### src/rtl/btb_resolve_pkg.sv
// Shared types for the resolve-side BTB logic: LC-3b word, BTB write-back
// record, resolve FSM states and the mispredict classification helpers.
package btb_resolve_pkg;

    typedef logic [15:0] lc3b_word;

    typedef struct packed {
        lc3b_word    pc;
        lc3b_word    target;
        logic [3:0]  op;
    } lc3b_btb_upd;

    // Prefixed so the SHADOW literal cannot collide with the SHADOW parameter.
    typedef enum logic [1:0] {
        ST_IDLE     = 2'd0,
        ST_REDIRECT = 2'd1,
        ST_SHADOW   = 2'd2
    } btb_resolve_state_t;

    localparam lc3b_word PC_STEP = 16'd2;

    // Taken branch whose target the BTB did not supply correctly; also the
    // only case that earns a BTB write-back.
    function automatic logic wrong_target(input logic     taken,
                                          input logic     hit,
                                          input lc3b_word pred,
                                          input lc3b_word actual);
        return taken & (~hit | (pred != actual));
    endfunction

    function automatic logic wrong_direction(input logic taken,
                                             input logic hit);
        return ~taken & hit;
    endfunction

endpackage

### src/rtl/btb_upd_fifo.sv
// Synchronous FIFO of BTB write-back records with a zero-latency head.
// A push while full is ignored unless a pop happens in the same cycle.
module btb_upd_fifo
    import btb_resolve_pkg::*;
#(
    parameter int DEPTH = 4
) (
    input  logic        clk,
    input  logic        rst_n,
    input  logic        push,
    input  lc3b_btb_upd push_data,
    output logic        full,
    input  logic        pop,
    output logic        empty,
    output lc3b_btb_upd head
);

    localparam int PW = $clog2(DEPTH);

    lc3b_btb_upd    mem_r [DEPTH];
    logic [PW-1:0]  wr_ptr_r;
    logic [PW-1:0]  rd_ptr_r;
    logic [PW:0]    count_r;
    logic           do_push_s;
    logic           do_pop_s;

    assign empty     = (count_r == (PW+1)'(0));
    assign full      = (count_r == (PW+1)'(DEPTH));
    assign do_pop_s  = pop & ~empty;
    assign do_push_s = push & (~full | do_pop_s);
    assign head      = mem_r[rd_ptr_r];

    // Storage and pointers; pointers wrap naturally since DEPTH is a power of 2.
    always_ff @(posedge clk or negedge rst_n) begin
        if (!rst_n) begin
            for (int i = 0; i < DEPTH; i++) begin
                mem_r[i] <= '0;
            end
            wr_ptr_r <= '0;
            rd_ptr_r <= '0;
        end else begin
            if (do_push_s) begin
                mem_r[wr_ptr_r] <= push_data;
                wr_ptr_r        <= wr_ptr_r + PW'(1);
            end
            if (do_pop_s) begin
                rd_ptr_r <= rd_ptr_r + PW'(1);
            end
        end
    end

    // Occupancy, one bit wider than the pointers to tell full from empty.
    always_ff @(posedge clk or negedge rst_n) begin
        if (!rst_n) begin
            count_r <= '0;
        end else begin
            case ({do_push_s, do_pop_s})
                2'b10:   count_r <= count_r + (PW+1)'(1);
                2'b01:   count_r <= count_r - (PW+1)'(1);
                default: count_r <= count_r;
            endcase
        end
    end

endmodule

### src/rtl/btb_resolve.sv
// Execute-stage branch resolution: detects BTB mispredicts, issues a
// registered redirect/flush, queues BTB write-backs and counts branches.
module btb_resolve
    import btb_resolve_pkg::*;
#(
    parameter int UPD_DEPTH = 4,
    parameter int SHADOW    = 2,
    parameter int CNT_W     = 16
) (
    input  logic             clk,
    input  logic             rst_n,
    input  logic             stall,
    input  logic             resolve_valid,
    input  logic [15:0]      resolve_pc,
    input  logic             resolve_taken,
    input  logic [15:0]      resolve_target,
    input  logic [3:0]       resolve_op,
    input  logic             pred_hit,
    input  logic [15:0]      pred_target,
    output logic             redirect,
    output logic [15:0]      redirect_pc,
    output logic             flush,
    output logic             update,
    input  logic             update_ready,
    output logic [15:0]      update_pc,
    output logic [15:0]      update_target,
    output logic [3:0]       update_op,
    output logic [CNT_W-1:0] branch_count,
    output logic [CNT_W-1:0] mispredict_count
);

    localparam int SW = (SHADOW > 1) ? $clog2(SHADOW) : 1;

    btb_resolve_state_t state_r;
    btb_resolve_state_t state_s;
    logic [SW-1:0]      shadow_cnt_r;
    logic [SW-1:0]      shadow_cnt_s;

    logic               accept_s;
    logic               bad_target_s;
    logic               mispredict_s;
    logic               push_s;
    lc3b_word           fix_pc_s;
    lc3b_btb_upd        push_data_s;
    lc3b_btb_upd        head_s;
    logic               fifo_full_s;
    logic               fifo_empty_s;

    logic               redirect_r;
    logic               flush_r;
    lc3b_word           redirect_pc_r;
    logic [CNT_W-1:0]   branch_count_r;
    logic [CNT_W-1:0]   mispredict_count_r;

    assign accept_s     = resolve_valid & ~stall & (state_r != ST_SHADOW);
    assign bad_target_s = wrong_target(resolve_taken, pred_hit, pred_target, resolve_target);
    assign mispredict_s = accept_s &
                          (bad_target_s | wrong_direction(resolve_taken, pred_hit));
    // Dropping on full is acceptable: the BTB is only a hint.
    assign push_s       = accept_s & bad_target_s & (~fifo_full_s | update_ready);
    assign fix_pc_s     = resolve_taken ? resolve_target : (resolve_pc + PC_STEP);

    assign push_data_s.pc     = resolve_pc;
    assign push_data_s.target = resolve_target;
    assign push_data_s.op     = resolve_op;

    btb_upd_fifo #(
        .DEPTH (UPD_DEPTH)
    ) u_fifo (
        .clk       (clk),
        .rst_n     (rst_n),
        .push      (push_s),
        .push_data (push_data_s),
        .full      (fifo_full_s),
        .pop       (update_ready),
        .empty     (fifo_empty_s),
        .head      (head_s)
    );

    // Next-state logic; a mispredict seen in REDIRECT restarts the redirect.
    always_comb begin
        state_s      = state_r;
        shadow_cnt_s = shadow_cnt_r;
        case (state_r)
            ST_IDLE: begin
                if (mispredict_s) begin
                    state_s = ST_REDIRECT;
                end else begin
                    state_s = ST_IDLE;
                end
            end
            ST_REDIRECT: begin
                if (mispredict_s) begin
                    state_s = ST_REDIRECT;
                end else begin
                    state_s      = ST_SHADOW;
                    shadow_cnt_s = SW'(SHADOW - 1);
                end
            end
            ST_SHADOW: begin
                if (shadow_cnt_r == '0) begin
                    state_s = ST_IDLE;
                end else begin
                    shadow_cnt_s = shadow_cnt_r - SW'(1);
                end
            end
            default: begin
                state_s      = ST_IDLE;
                shadow_cnt_s = '0;
            end
        endcase
    end

    // FSM state and wrong-path shadow counter.
    always_ff @(posedge clk or negedge rst_n) begin
        if (!rst_n) begin
            state_r      <= ST_IDLE;
            shadow_cnt_r <= '0;
        end else begin
            state_r      <= state_s;
            shadow_cnt_r <= shadow_cnt_s;
        end
    end

    // Redirect/flush pulse the cycle after the mispredicting accept.
    always_ff @(posedge clk or negedge rst_n) begin
        if (!rst_n) begin
            redirect_r    <= 1'b0;
            flush_r       <= 1'b0;
            redirect_pc_r <= 16'h0000;
        end else begin
            redirect_r <= mispredict_s;
            flush_r    <= mispredict_s;
            if (mispredict_s) begin
                redirect_pc_r <= fix_pc_s;
            end
        end
    end

    // Saturating performance counters.
    always_ff @(posedge clk or negedge rst_n) begin
        if (!rst_n) begin
            branch_count_r     <= '0;
            mispredict_count_r <= '0;
        end else begin
            if (accept_s && (branch_count_r != '1)) begin
                branch_count_r <= branch_count_r + CNT_W'(1);
            end
            if (mispredict_s && (mispredict_count_r != '1)) begin
                mispredict_count_r <= mispredict_count_r + CNT_W'(1);
            end
        end
    end

    assign redirect         = redirect_r;
    assign flush            = flush_r;
    assign redirect_pc      = redirect_pc_r;
    assign branch_count     = branch_count_r;
    assign mispredict_count = mispredict_count_r;
    assign update           = ~fifo_empty_s;
    assign update_pc        = head_s.pc;
    assign update_target    = head_s.target;
    assign update_op        = head_s.op;

endmodule

### config.mk
export PLATFORM = sky130hd
export DESIGN_NAME = btb_resolve
export DESIGN_NICKNAME = d
export VERILOG_FILES = /design/src/rtl/btb_resolve_pkg.sv /design/src/rtl/btb_upd_fifo.sv /design/src/rtl/btb_resolve.sv
export SDC_FILE = /design/constraint.sdc
export NUM_CORES = 1
export LEC_CHECK = 0
export ABC_AREA = 1
export BUFFER_PORTS_ARGS = -buffer_cell sky130_fd_sc_hd__buf_2
export CORE_MARGIN = 2
export CORE_UTILIZATION = 50
export DETAILED_ROUTE_END_ITERATION = 7
export HOLD_SLACK_MARGIN = 0.1
export PLACE_DENSITY = 0.72
export SYNTH_ARGS = -nofsm -noshare
export SYNTH_HDL_FRONTEND = slang
export SYNTH_SLANG_ARGS = --single-unit
export TNS_END_PERCENT = 50
### constraint.sdc
create_clock -name clk -period 1.9 [get_ports clk]
set_input_delay 0.285 -clock clk [delete_from_list [all_inputs] [get_ports clk]]
set_output_delay 0.285 -clock clk [all_outputs]
set_load 0.05 [all_outputs]
==> impl_metrics.py <==
metrics = {
    "outcome": {
        "status": "finished with violations",
        "violations": "setup timing",
    },
    "drt": {
        "maxUsedRoutingLayer": "met4",
        "met3WireLength_microns": 2820,
        "dr.pass1.iters": 5,
        "drt-initial-drc-count": 876,
        "routed_wl_microns": 34800,
        "drcViolationCount": 0,
        "wl_met2_microns": 16300,
        "wirelength_met1_microns": 14300,
        "drtAntennaViolNets": 0,
        "viasPerCell": 5.36,
        "via_count": 10100,
        "wl_per_cell_microns": 18.4,
    },
    "timing": {
        "fin_setup_tns_ns": -5.87,
        "fin_worst_skew_ns": 0.0283,
        "worst_pin_slew_ns": 0.478,
        "layout_min_cycle_time_ns": 2.13,
        "hold_ws_ns": 0.108,
        "setup_violations": 41,
        "fin_crit_sh_pct": 112,
        "grt_setup_unrepaired": "yes",
        "slew_headroom_pct": 68.1,
        "max_freq_ghz": 0.469,
        "final-hold-violation-count": 0,
        "slew_violations": 0,
        "layout_setup_ws_ns": -0.232,
    },
    "clock_network": {
        "cts_buffers": 23,
        "clkSinkCount": 203,
        "cts.reportedPaths.clkPinSlew_ns": 0.06,
        "cts_tree": "yes",
        "cts_max_level": 1,
        "cts-root-buf": "clkbuf_16",
        "clk_path_buf_depth": 3,
        "clk_latency_ns": 0.53,
    },
    "setup_path": {
        "startpoint": "u_fifo.rd_ptr_r[0]$_DFFE_PN0P_",
        "crit_type": "flip-flop to output port",
        "worst_r2r_endpoint": "u_fifo.mem_r[127]$_DFFE_PN0P_",
        "slowest_delay_ns": 0.45,
        "crit_end": "update_pc[9]",
        "crit_required_ns": 1.62,
        "critPathLaunchType": "flip-flop",
        "rrSetupSlack_ns": -0.04,
        "worstPathArrival_ns": 1.85,
        "crit_fanout": 22,
        "worstPathCellList": "clkinv_4, buf_12, o21ai_0, o22ai_2, buf_4",
        "worst_setup_path_end_kind": "output port",
        "reg2reg_depth": 14,
        "slowest_stage": "dfrtp_2",
        "critPathBufInv": 3,
        "critical_path.top_delay_family": "buffers and inverters",
        "r2r-start": "state_r[0]$_DFFE_PN0P_",
        "worst-path-stages": 5,
    },
    "layout": {
        "final_cell_mix": "328 x nand2_1, 267 x nand2_2, 194 x dfrtp_1",
        "finalNetCount": 1661,
        "area_delta_synth_final_pct": 33.9,
        "final-instance-count-excl-fill": 1889,
        "final_common_cell": "nand2_1",
        "final_layout_size_suffix_gt1_share_pct": 42.0,
    },
    "yosys": {
        "ys_seq_area_share_pct": 45.8,
        "synth.avg_cell_area_sq_um": 8.30,
        "netlist_area_sq_um": 11100,
        "ys_warn_count": 0,
        "syn_inst": 1337,
        "syn_nets": 1405,
        "synth-seq-cells": 203,
        "post_synth_num_cell_types": 39,
    },
    "grt": {
        "grt_first_pass_wirelength_microns": 53600,
        "grt_antenna_before_repair": 2,
        "grt_usage_pct": 28.8,
        "grt_max_degree": 52,
        "grt_pass1_vias": 9831,
        "gr-total-overflow": 0,
    },
    "die": {
        "dieArea_sq_um": 23400,
        "rows": 54,
        "core_area_sq_um": 21800,
        "fp.dieW_microns": 153,
        "ioPinCount": 146,
        "die_h_microns": 153,
        "start_util_pct": 50.8,
    },
    "power_and_ir_drop": {
        "p_leak_nw": 7.50,
        "p_per_area_nw_per_um2": 1690,
        "ir_worst_vdd_v": 0.00122,
    },
    "placement": {
        "gp_congestion": 0.894,
        "dp.cells": 1786,
        "hpwl_microns": 21000,
        "portBuffers": 145,
        "preCtsSetupSlack_ns": -0.306,
    },
    "min_path": {
        "min_path_type": "primary input to flip-flop",
    },
    "flow_run": {
        "maxCapViolCount": 0,
    },
}
[routing by layer]
| metal | vias up | GRT usage (%) |
|---|---|---|
| met1 | 4832 | 40.8 |
| met4 | 0 | 8.82 |
| met3 | 94 | 3.77 |
| met2 | 456 | 46.5 |
| met5 | - | 0 |
| li1 | 4751 | - |
[per-stage QoR]
step	cell area [sq um]	power [mW]	utilization, %
3_5_place_dp	12800	18.3	58.9
5_1_grt	14900	26.3	68.1
4_1_cts	14400	24.5	65.9
2_1_floorplan	11400	15.5	-
3_3_place_gp	12800	18.0	58.9
6_report	14900	25.0	68.1
[registers in the layout, indices dropped and copies added (netlist names)]
| name | cells |
|---|---|
| state_r | 2 |
| mispredict_count | 16 |
| u_fifo.count_r | 3 |
| redirect_pc | 16 |
| u_fifo.wr_ptr_r | 2 |
| u_fifo.mem_r | 144 |
| u_fifo.rd_ptr_r | 2 |
| flush | 1 |
| shadow_cnt_r | 1 |
| branch_count | 16 |
[cell type report]
class / instances / area (sq um)
clock buffer: 36 / 674
antenna: 2 / 5.00
fill: 1673 / 6960
timing repair buffer: 289 / 2700
sequential: 203 / 5090
clock inverter: 3 / 40.0
multi-input combinational: 1004 / 5690
inverter: 72 / 304
tap: 280 / 350
[logic make-up (layout without fill, tap and decap cells)]
kind of cell             after synthesis  in the layout  share of synthesized area (%)
AND/OR/NAND/NOR                      809            814                           35.9
flip-flops                           203            203                           45.8
AO/OA/AOI/OAI                        141            141                           7.03
buffers and inverters                135            400                           6.99
XOR/XNOR                              39             39                           3.08
adder cells (fa/ha/maj)                9              9                           1.08
multiplexers                           1              1                         0.0902
other                                  0              2                              0
[where the power goes]
part           switching (mW)  internal (mW)  total [mW]
registers                1.28           6.04        7.32
logic                    8.38           5.05        13.4
clock network            1.74           2.55        4.29
total                    11.4           13.6        25.0
[synth_stat cells (all sizes together)]
| master | n | area share [%] |
|---|---|---|
| clkinv | 1 | 0.034 |
| o21bai | 2 | 0.14 |
| ha | 8 | 0.90 |
| o22ai | 36 | 2.0 |
| nand4 | 26 | 1.5 |
| dfrtp | 203 | 46 |
| buf | 35 | 3.5 |
| nor4 | 2 | 0.11 |
| a31oi | 1 | 0.19 |
| a21boi | 3 | 0.20 |
| o21ai | 94 | 4.2 |
| nand2 | 604 | 27 |
| inv | 71 | 2.5 |
| nor2 | 118 | 4.8 |
| xor2 | 21 | 1.7 |
| nand3 | 41 | 2.1 |
| mux2i | 1 | 0.090 |
| clkbuf | 28 | 0.95 |
| xnor2 | 18 | 1.4 |
| a21oi | 5 | 0.23 |
| fa | 1 | 0.18 |
| nor3 | 16 | 0.72 |
| or2 | 2 | 0.11 |
[tightest hold or removal path: stages]
cell and delay, ns:
buf_2 0.16, nand2_1 0.08, nand2_1 0.05
[timing repair]
| action | in CTS | in global routing |
|---|---|---|
| pin swaps | 15 | 19 |
| setup buffers | 16 | 17 |
| gates cloned | 9 | 5 |
| resized for setup | 95 | 81 |
| endpoints found under the hold margin | 97 | 0 |
| setup endpoints to repair | 181 | 170 |
| hold buffers | 15 | 0 |
[worst min path at each step]
stage	slack, ns	cells after the start	end	start
2_1_floorplan	-0.01	0	branch_count[0]$_DFFE_PN0P_	rst_n
3_3_place_gp	0.28	1	u_fifo.mem_r[96]$_DFFE_PN0P_	rst_n
3_5_place_dp	0.28	1	u_fifo.mem_r[96]$_DFFE_PN0P_	rst_n
4_1_cts	0.10	3	u_fifo.mem_r[96]$_DFFE_PN0P_	resolve_pc[4]
5_1_grt	0.10	3	u_fifo.mem_r[142]$_DFFE_PN0P_	resolve_pc[14]
6_report	0.11	3	u_fifo.mem_r[24]$_DFFE_PN0P_	resolve_pc[4]
Note: power is estimated with default switching activity, not from simulation.
